### config.mk
export PLATFORM = sky130hd
export DESIGN_NAME = mem_port_ctrl
export DESIGN_NICKNAME = d
export VERILOG_FILES = /design/src/rtl/mem_port_ctrl_pkg.sv /design/src/rtl/mem_port_ctrl_timeout_ctr.sv /design/src/rtl/mem_port_ctrl.sv
export SDC_FILE = /design/constraint.sdc
export NUM_CORES = 1
export LEC_CHECK = 0
export BUFFER_PORTS_ARGS = -buffer_cell sky130_fd_sc_hd__buf_2
export CAP_MARGIN = 20
export CORE_MARGIN = 1
export CORE_UTILIZATION = 30
export DETAILED_ROUTE_END_ITERATION = 7
export GPL_TIMING_DRIVEN = 0
export PLACE_DENSITY = 0.66
export SYNTH_ARGS = -nofsm -noshare
export SYNTH_HDL_FRONTEND = slang
export SYNTH_HIERARCHICAL = 1
export SYNTH_SLANG_ARGS = --single-unit
export TNS_END_PERCENT = 1
### constraint.sdc
create_clock -name clk -period 2.7 [get_ports clk]
set_input_delay 0.27 -clock clk [delete_from_list [all_inputs] [get_ports clk]]
set_output_delay 0.27 -clock clk [all_outputs]
set_load 0.05 [all_outputs]
### src/rtl/mem_port_ctrl_pkg.sv
`default_nettype none
// ============================================================================
// Module      : mem_port_ctrl_pkg
// Description : Shared encodings for the memory port controller and the
//               main multi-cycle controller: port FSM states, transaction
//               kinds and the reset value of the instruction register.
// Revision    : 1.0 - initial release
// ============================================================================
package mem_port_ctrl_pkg;

  // Port FSM state encoding
  localparam logic [1:0] c_ST_IDLE = 2'b00;
  localparam logic [1:0] c_ST_BUSY = 2'b01;
  localparam logic [1:0] c_ST_ERR  = 2'b10;

  // Instruction register reset value: addi x0, x0, 0
  localparam logic [31:0] c_NOP = 32'h0000_0013;

  // Kind of memory transaction in flight
  typedef enum logic [1:0] {
    KIND_FETCH = 2'b00,
    KIND_LOAD  = 2'b01,
    KIND_STORE = 2'b10
  } txn_kind_e;

  // A write always wins over a read; ir_write only matters for reads.
  function automatic txn_kind_e decode_kind(input logic mem_write,
                                            input logic ir_write);
    txn_kind_e kind;
    if (mem_write)     kind = KIND_STORE;
    else if (ir_write) kind = KIND_FETCH;
    else               kind = KIND_LOAD;
    return kind;
  endfunction

endpackage : mem_port_ctrl_pkg
`default_nettype wire

### src/rtl/mem_port_ctrl_timeout_ctr.sv
`default_nettype none
// ============================================================================
// Module      : mem_timeout_ctr
// Description : Loadable up-counter with synchronous clear and enable. The
//               terminal-count flag is raised while the count sits one below
//               TIMEOUT, i.e. when the next enabled increment reaches TIMEOUT,
//               so the owner can change state on that same edge.
// Revision    : 1.0 - initial release
// ============================================================================
module mem_timeout_ctr #(
  parameter int TIMEOUT = 255
) (
  input  logic                             clk,
  input  logic                             rst,
  input  logic                             clr,
  input  logic                             load,
  input  logic [$clog2(TIMEOUT+1)-1:0]     load_val,
  input  logic                             en,
  output logic                             tc
);

  localparam int                CNT_W  = $clog2(TIMEOUT + 1);
  localparam logic [CNT_W-1:0]  c_TERM = CNT_W'(TIMEOUT);
  localparam logic [CNT_W-1:0]  c_LAST = CNT_W'(TIMEOUT - 1);

  logic [CNT_W-1:0] r_count;

  // Count enabled cycles; clear beats load beats increment, saturate at TIMEOUT
  always_ff @(posedge clk or negedge rst) begin
    if (!rst) begin
      r_count <= '0;
    end else if (clr) begin
      r_count <= '0;
    end else if (load) begin
      r_count <= load_val;
    end else if (en && (r_count != c_TERM)) begin
      r_count <= r_count + CNT_W'(1);
    end
  end

  assign tc = (r_count == c_LAST);

endmodule : mem_timeout_ctr
`default_nettype wire

### src/rtl/mem_port_ctrl.sv
`default_nettype none
// ============================================================================
// Module      : mem_port_ctrl
// Description : Bridges the multi-cycle controller's memory strobes onto a
//               single registered request/ready memory port. Stalls the
//               controller while a transaction is outstanding, captures
//               fetched instructions (with their PC) and load data, and
//               latches a sticky error on bus timeout.
// Revision    : 1.0 - initial release
// ============================================================================
module mem_port_ctrl
  import mem_port_ctrl_pkg::*;
#(
  parameter int ADDR_W  = 32,
  parameter int DATA_W  = 32,
  parameter int TIMEOUT = 255
) (
  input  logic              clk,
  input  logic              rst,
  input  logic [ADDR_W-1:0] adr,
  input  logic [ADDR_W-1:0] pc,
  input  logic [DATA_W-1:0] wdata,
  input  logic              mem_read,
  input  logic              mem_write,
  input  logic              ir_write,
  output logic              stall,
  output logic [DATA_W-1:0] instr,
  output logic [ADDR_W-1:0] old_pc,
  output logic [DATA_W-1:0] mdr,
  output logic              err,
  output logic              m_req,
  output logic              m_we,
  output logic [ADDR_W-1:0] m_addr,
  output logic [DATA_W-1:0] m_wdata,
  input  logic [DATA_W-1:0] m_rdata,
  input  logic              m_ready
);

  localparam int CNT_W = $clog2(TIMEOUT + 1);

  logic [1:0]        r_state;
  txn_kind_e         r_kind;
  logic              r_req;
  logic              r_we;
  logic [ADDR_W-1:0] r_addr;
  logic [DATA_W-1:0] r_wdata;
  logic [DATA_W-1:0] r_instr;
  logic [ADDR_W-1:0] r_old_pc;
  logic [DATA_W-1:0] r_mdr;
  logic              r_err;

  logic w_req;
  logic w_idle;
  logic w_busy;
  logic w_in_err;
  logic w_accept;
  logic w_done;
  logic w_wait;
  logic w_tc;

  assign w_req    = mem_read | mem_write;
  assign w_idle   = (r_state == c_ST_IDLE);
  assign w_busy   = (r_state == c_ST_BUSY);
  assign w_in_err = (r_state == c_ST_ERR);
  assign w_accept = w_idle & w_req;
  assign w_done   = w_busy & m_ready;
  assign w_wait   = w_busy & ~m_ready;

  // Cycles spent waiting on m_ready; restarted on every accepted request
  mem_timeout_ctr #(
    .TIMEOUT (TIMEOUT)
  ) u_timeout_ctr (
    .clk      (clk),
    .rst      (rst),
    .clr      (w_accept),
    .load     (1'b0),
    .load_val ({CNT_W{1'b0}}),
    .en       (w_wait),
    .tc       (w_tc)
  );

  // Port FSM: accept in IDLE, hold the bus in BUSY, park forever in ERR
  always_ff @(posedge clk or negedge rst) begin
    if (!rst) begin
      r_state <= c_ST_IDLE;
      r_kind  <= KIND_FETCH;
      r_req   <= 1'b0;
      r_we    <= 1'b0;
      r_addr  <= '0;
      r_wdata <= '0;
      r_err   <= 1'b0;
    end else begin
      case (r_state)
        c_ST_IDLE: begin
          if (w_req) begin
            r_addr  <= adr;
            r_wdata <= wdata;
            r_we    <= mem_write;
            r_kind  <= decode_kind(mem_write, ir_write);
            r_req   <= 1'b1;
            r_state <= c_ST_BUSY;
          end
        end
        c_ST_BUSY: begin
          // Completion on the terminal cycle takes priority over timeout
          if (m_ready) begin
            r_req   <= 1'b0;
            r_we    <= 1'b0;
            r_state <= c_ST_IDLE;
          end else if (w_tc) begin
            r_req   <= 1'b0;
            r_we    <= 1'b0;
            r_err   <= 1'b1;
            r_state <= c_ST_ERR;
          end
        end
        c_ST_ERR: begin
          r_req <= 1'b0;
          r_we  <= 1'b0;
          r_err <= 1'b1;
        end
        default: begin
          r_req   <= 1'b0;
          r_we    <= 1'b0;
          r_state <= c_ST_IDLE;
        end
      endcase
    end
  end

  // Result capture: only a completing transaction updates instr/old_pc/mdr
  always_ff @(posedge clk or negedge rst) begin
    if (!rst) begin
      r_instr  <= DATA_W'(c_NOP);
      r_old_pc <= '0;
      r_mdr    <= '0;
    end else if (w_done) begin
      case (r_kind)
        KIND_FETCH: begin
          r_instr  <= m_rdata;
          r_old_pc <= pc;
        end
        KIND_LOAD: begin
          r_mdr <= m_rdata;
        end
        default: begin
          // Stores return nothing worth keeping
        end
      endcase
    end
  end

  assign stall   = w_accept | w_wait | w_in_err;
  assign instr   = r_instr;
  assign old_pc  = r_old_pc;
  assign mdr     = r_mdr;
  assign err     = r_err;
  assign m_req   = r_req;
  assign m_we    = r_we;
  assign m_addr  = r_addr;
  assign m_wdata = r_wdata;

endmodule : mem_port_ctrl
`default_nettype wire

# == Word-level counts from Yosys, hierarchy flattened ==
# Cells that the tools add are included.
# classes
n_addsub,1
eq_ne,9
n_mux,17
n_bitwise,8
n_reduce_logical,11
# op_table
cell,n
8-bit two-way mux,2
"8-bit by 1-bit adder with 8-bit output, second input constant",1
"8-bit == test, second input constant",1
2-bit two-way mux,4
"8-bit inequality test, second input constant",1
2-bit AND reduction,4
1-bit two-way mux,7
1-bit case mux with 2 select lines,3
2-bit case mux with 3 select lines,1
3-bit AND reduction,2
"2-bit by 1-bit == test with 1-bit output, second input constant",2
2-bit zero test,2
"2-bit inequality test, second input constant",2
2-bit nonzero test,2
1-bit bitwise AND,3
"3-bit by 2-bit inequality test with 1-bit output, second input constant",1
1-bit OR,3
"2-bit == test, second input constant",1
"2-bit by 1-bit inequality test with 1-bit output, second input constant",1
1-bit NOT,2
1-bit logical AND,1
# word_totals
ff_bits,175
output_inout_bits,164

# == Logic depth before layout (Yosys ltp) ==
# depth
ltp_word,5
mapped_depth,8
ltp_nobuf,6

# == By module ==
# The synthesis kept the hierarchy.
# modules_own_cells
mod,instances,cells_per_inst,area_each_um2,seq_area_each_um2
mem_port_ctrl,1,371,6296.0,4182.8
mem_timeout_ctr,1,60,568.0,200.2

# == Worst setup path after synthesis ==
# Ideal clock, no wire load.
# synth_path
path_type,reg2reg
startpoint,register r_state[1]
endpoint,register u_timeout_ctr.r_count[7]
t_arrival_ns,1.693
required_time_ns,2.613
slack_ns,0.920
path_stages_with_launch,7
path_buffers,0
period_less_slack_ns,1.780
path_cell_list,dfrtp_1 -> nand2b_1 -> nor2_1 -> nand3_1 -> a2111oi_4 -> xnor2_1 -> a211oi_2
# synth_between
elab_chain_cells,4
elab_cells_between_ends,7
# synth_lines
item,line_no,text
from (decl),mem_port_ctrl.sv:41,logic [1:0] r_state;
from (signal assigned),mem_port_ctrl.sv:85,r_state <= c_ST_IDLE;
from (signal assigned),mem_port_ctrl.sv:101,r_state <= c_ST_BUSY;
from (signal assigned),mem_port_ctrl.sv:109,r_state <= c_ST_IDLE;
2-bit by 1-bit == test with 1-bit output,mem_port_ctrl.sv:63,assign w_busy = (r_state == c_ST_BUSY);
1-bit bitwise AND,mem_port_ctrl.sv:67,assign w_wait = w_busy & ~m_ready;
named net w_wait,mem_port_ctrl.sv:58,logic w_wait;
1-bit logical AND,mem_port_ctrl_timeout_ctr.sv:36,end else if (en && (r_count != c_TERM)) begin
2-bit nonzero test (no line),-,
to (signal assigned),mem_port_ctrl_timeout_ctr.sv:35,r_count <= load_val;
to (signal assigned),mem_port_ctrl_timeout_ctr.sv:37,r_count <= r_count + CNT_W'(1);
to (decl),mem_port_ctrl_timeout_ctr.sv:26,logic [CNT_W-1:0] r_count;
# The timed path passes the listed nets, and every way through them passes these cells.
# A chain may end at the register's enable or synchronous reset.

# == Worst setup path after layout ==
# layout_path
startpoint,register r_state[0]
endpoint,output stall
# layout_between
elab_chain_cells,4
elab_cells_between_ends,7
# layout_lines
item,line_no,text
2-bit by 1-bit == test with 1-bit output or 2-bit zero test (tied branches),"mem_port_ctrl.sv:63, mem_port_ctrl.sv:62",
1-bit bitwise AND (on tied branches),"mem_port_ctrl.sv:67, mem_port_ctrl.sv:65",
1-bit OR,mem_port_ctrl.sv:153,assign stall = w_accept | w_wait | w_in_err;
1-bit OR (*),mem_port_ctrl.sv:153,
to (decl),mem_port_ctrl.sv:26,"output logic stall,"
# Mark *: on every way between the ends. The rest lies on a longest branch, timed or not.

==> key figures <==
Drt
  • Via count: 4726
  • Final wirelength: 16.6 mm
  • Routed length per instance: 15.7 µm
  • 1st-iter DRT viols: 186
  • Number of vias per cell: 4.48
  • # DRC: 0
  • Final ANT Viol Nets: 0
  • First-pass detailed-route iteration total: 4

Place
  • Post-Place Cell Area: 8790 µm²
  • DP Cell Count: 1022
  • Gpl congestion: 0.728
  • Setup WS pre-CTS: 0.573 ns
  • Port-buffer cells: 297
  • Dpl hpwl: 12.2 mm

Power
  • Power Total: 5790 µW
  • Net Switching: 1450 µW
  • Power Internal: 4340 µW
  • Gate power share: 0.084
  • Share of total power in the clock network: 0.447
  • Switching Share: 0.251
  • Leak: 0.00518 µW
  • Sequential share of power: 0.469
  • PwrDens: 615 nW/µm²
  • Peak supply drop: 0.333 mV

Outcome
  • Outcome: completed

Timing
  • Worst-margin pin slew: 0.675 ns
  • Max_slew headroom: 0.550
  • WHS: 0.0717 ns
  • Post-layout min period: 2.30 ns
  • Fmax: 434 MHz
  • Slew Viols, Final: 0
  • Fin. Hold Viols: 0
  • Worst Slack Setup Final: 0.398 ns
  • Setup Skew: 0.0142 ns
  • Final Setup Violations: 0
  • RSZ-0062 raised after global routing: false
  • Tcrit/Tclk final: 0.853

Critical path
  • Crit path max-delay cell type: dfrtp_1
  • CP bufs+invs: 3
  • Crit path launch type: register
  • Critical path type: register to primary output
  • Critical path peak fanout: 10
  • Crit-path cells: nor2_2, o21a_1, buf_6, buf_6, or3b_2, buf_2
  • Required @ worst endpoint: 2.43 ns
  • CP endpoint kind: primary output
  • Data arrival, critical path: 2.03 ns
  • Crit-path max cell delay: 0.46 ns
  • Cell mode on critical path: buf_6
  • Worst path top cell family by delay: simple AND/OR/NAND/NOR gates

Clocking
  • CTS buffer count: 17
  • Cts repair resizes: 0
  • TritonCTS clock tree: done
  • Clock-pin slew on the worst setup and hold paths: 0.07 ns
  • H-Tree Level Count: 4
  • Clk buf depth: 2
  • Num Clock Sinks: 175
  • CTS root buffer: clkbuf_16
  • Worst-Skew Late Latency: 0.42 ns

Global route
  • Pin count of the biggest net entering global routing: 93
  • First-pass GRT wire length: 26.6 mm
  • GRT Total Usage: 0.145
  • GR Overflow Total: 0
  • Vias in the first global route: 5052
  • Initial antenna violation count: 1

Floorplan
  • Die Y: 153 µm
  • Core box area: 22200 µm²
  • Die W: 153 µm
  • # rows: 54
  • Initial core utilization: 0.310
  • I/O Pins: 298
  • Die ar.: 23500 µm²

Synthesis
  • Synth Cell Area: 6860 µm²
  • Flops & latches, synth: 175
  • Syn Area/Cell: 15.9 µm²
  • Post-synth top area share: 0.627
  • Distinct cells, synth: 47
  • EDFF count, synth: 0
  • Sequential share of the synthesized area: 0.639
  • Largest cells by area after synthesis: dfrtp_1 63%, mux2_2 25%, buf_6 1.6%, dfstp_2 1.1%, mux2_1 0.98%
  • Post-synth top area cell: dfrtp_1
  • Asr flop ratio synth: 1.00
  • Top FF cell, synth: dfrtp_1
  • Top cells by count, synth: 172 x dfrtp_1, 155 x mux2_2, 10 x buf_6
  • Count leader, synth: dfrtp_1
  • Synth warn: 6
  • Post-Syn Instances: 431

Cells and area
  • Final Cell Area: 9410 µm²
  • FILL cells: 2069
  • Nets: 898
  • Non-filler cells, final: 1055
  • Layout cell share with drive strength beyond 1: 0.669
  • Synth-to-Final Area Change: 37.1%

Worst hold path
  • Hold Crit Class: input port to register

Run
  • Max Cap Violations: 0
state kept, by name, summed over array words and instances, names as in the netlist:
register / cells
instr: 32
m_addr: 32
m_wdata: 32
mdr: 32
old_pc: 32
u_timeout_ctr/r_count: 8
r_kind: 2
r_state: 2
err: 1
m_req: 1
m_we: 1
power by group through the flow:
| stage | Combinational (µW) | Clock, µW | Sequential (µW) |
|---|---|---|---|
| finish | 487 | 2590 | 2720 |
| detailed placement | 491 | 0 | 2770 |
| CTS | 493 | 2690 | 2720 |
| global route | 527 | 2780 | 2720 |
| floorplan | 82.5 | 0 | 2940 |
| global placement | 478 | 0 | 2770 |
worst paths after layout:
check	from	to	slack, ns	depth (start not counted)
setup / recovery	r_state[0]$_DFFE_PN0P_	stall	0.40	6
hold / removal	pc[4]	old_pc[4]$_DFFE_PN0P_	0.07	2
setup reg to reg	r_state[1]$_DFFE_PN0P_	u_timeout_ctr/r_count[7]$_DFFE_PN0P_	0.57	6
hold reg to reg	err$_DFFE_PN0P_	err$_DFFE_PN0P_	0.47	1
max in group asynchronous	rst	instr[1]$_DFFE_PN1P_	1.37	3
min in group asynchronous	rst	old_pc[24]$_DFFE_PN0P_	0.42	2
timing repair:
item,4_1_cts,5_1_grt
hold buffers,1,0
buffers inserted,0,0
hold endpoints to repair,83,0
kinds of logic after synthesis:
| logic type | count (synthesis) | synth area share |
|---|---|---|
| fa+ha+maj | 2 | 0.00365 |
| compound gates | 24 | 0.0279 |
| mux | 161 | 0.264 |
| other cells | 1 | 0.000546 |
| simple gates | 40 | 0.0348 |
| flops | 175 | 0.639 |
| buf+inv | 25 | 0.0266 |
| xor+xnor | 3 | 0.00383 |
routing by layer:
metal | wire [µm] | track usage | share of wire
met5 | 0 | 0 | 0
met4 | 210 | 0.0467 | 0.013
met3 | 1290 | 0.0476 | 0.078
met2 | 8010 | 0.244 | 0.48
met1 | 7070 | 0.176 | 0.43
metrics by stage:
stage | TNS, ns | util
after CTS | 0 | 0.425
final | 0 | 0.425
after floorplan | 0 | -
after global placement | -257.55 | 0.395
after detailed placement | 0 | 0.397
after global routing | 0 | 0.425
area by class of cell:
type | instances | area (µm²) | share of cell area
multi-input cells | 244 | 2350 | 0.249
inverters | 4 | 15.0 | 0.00159
repair buffers | 299 | 1530 | 0.163
diodes | 1 | 2.50 | 0.000266
clock buffers | 18 | 439 | 0.0467
well taps | 280 | 350 | 0.0372
plain buffers | 21 | 168 | 0.0178
clock inverters | 13 | 175 | 0.0186
flip-flops and latches | 175 | 4380 | 0.466
layout by cell type (no fill, tap or decap), drive strengths merged, types with 2 or more instances in the layout:
cell,n
clkbuf,19
clkinvlp,4
a21oi,4
a211oi,3
bufinv,3
or3,2
ha,2
nor2,7
and4,3
dfrtp,172
o211ai,4
conb,14
xnor2,2
nand2,6
nand3,7
dfstp,3
or2,2
nand4,2
mux2,161
nand2b,3
inv,9
a311oi,2
buf,318
o21ai,3
and3,2
Power figures use the tool's default switching activity.
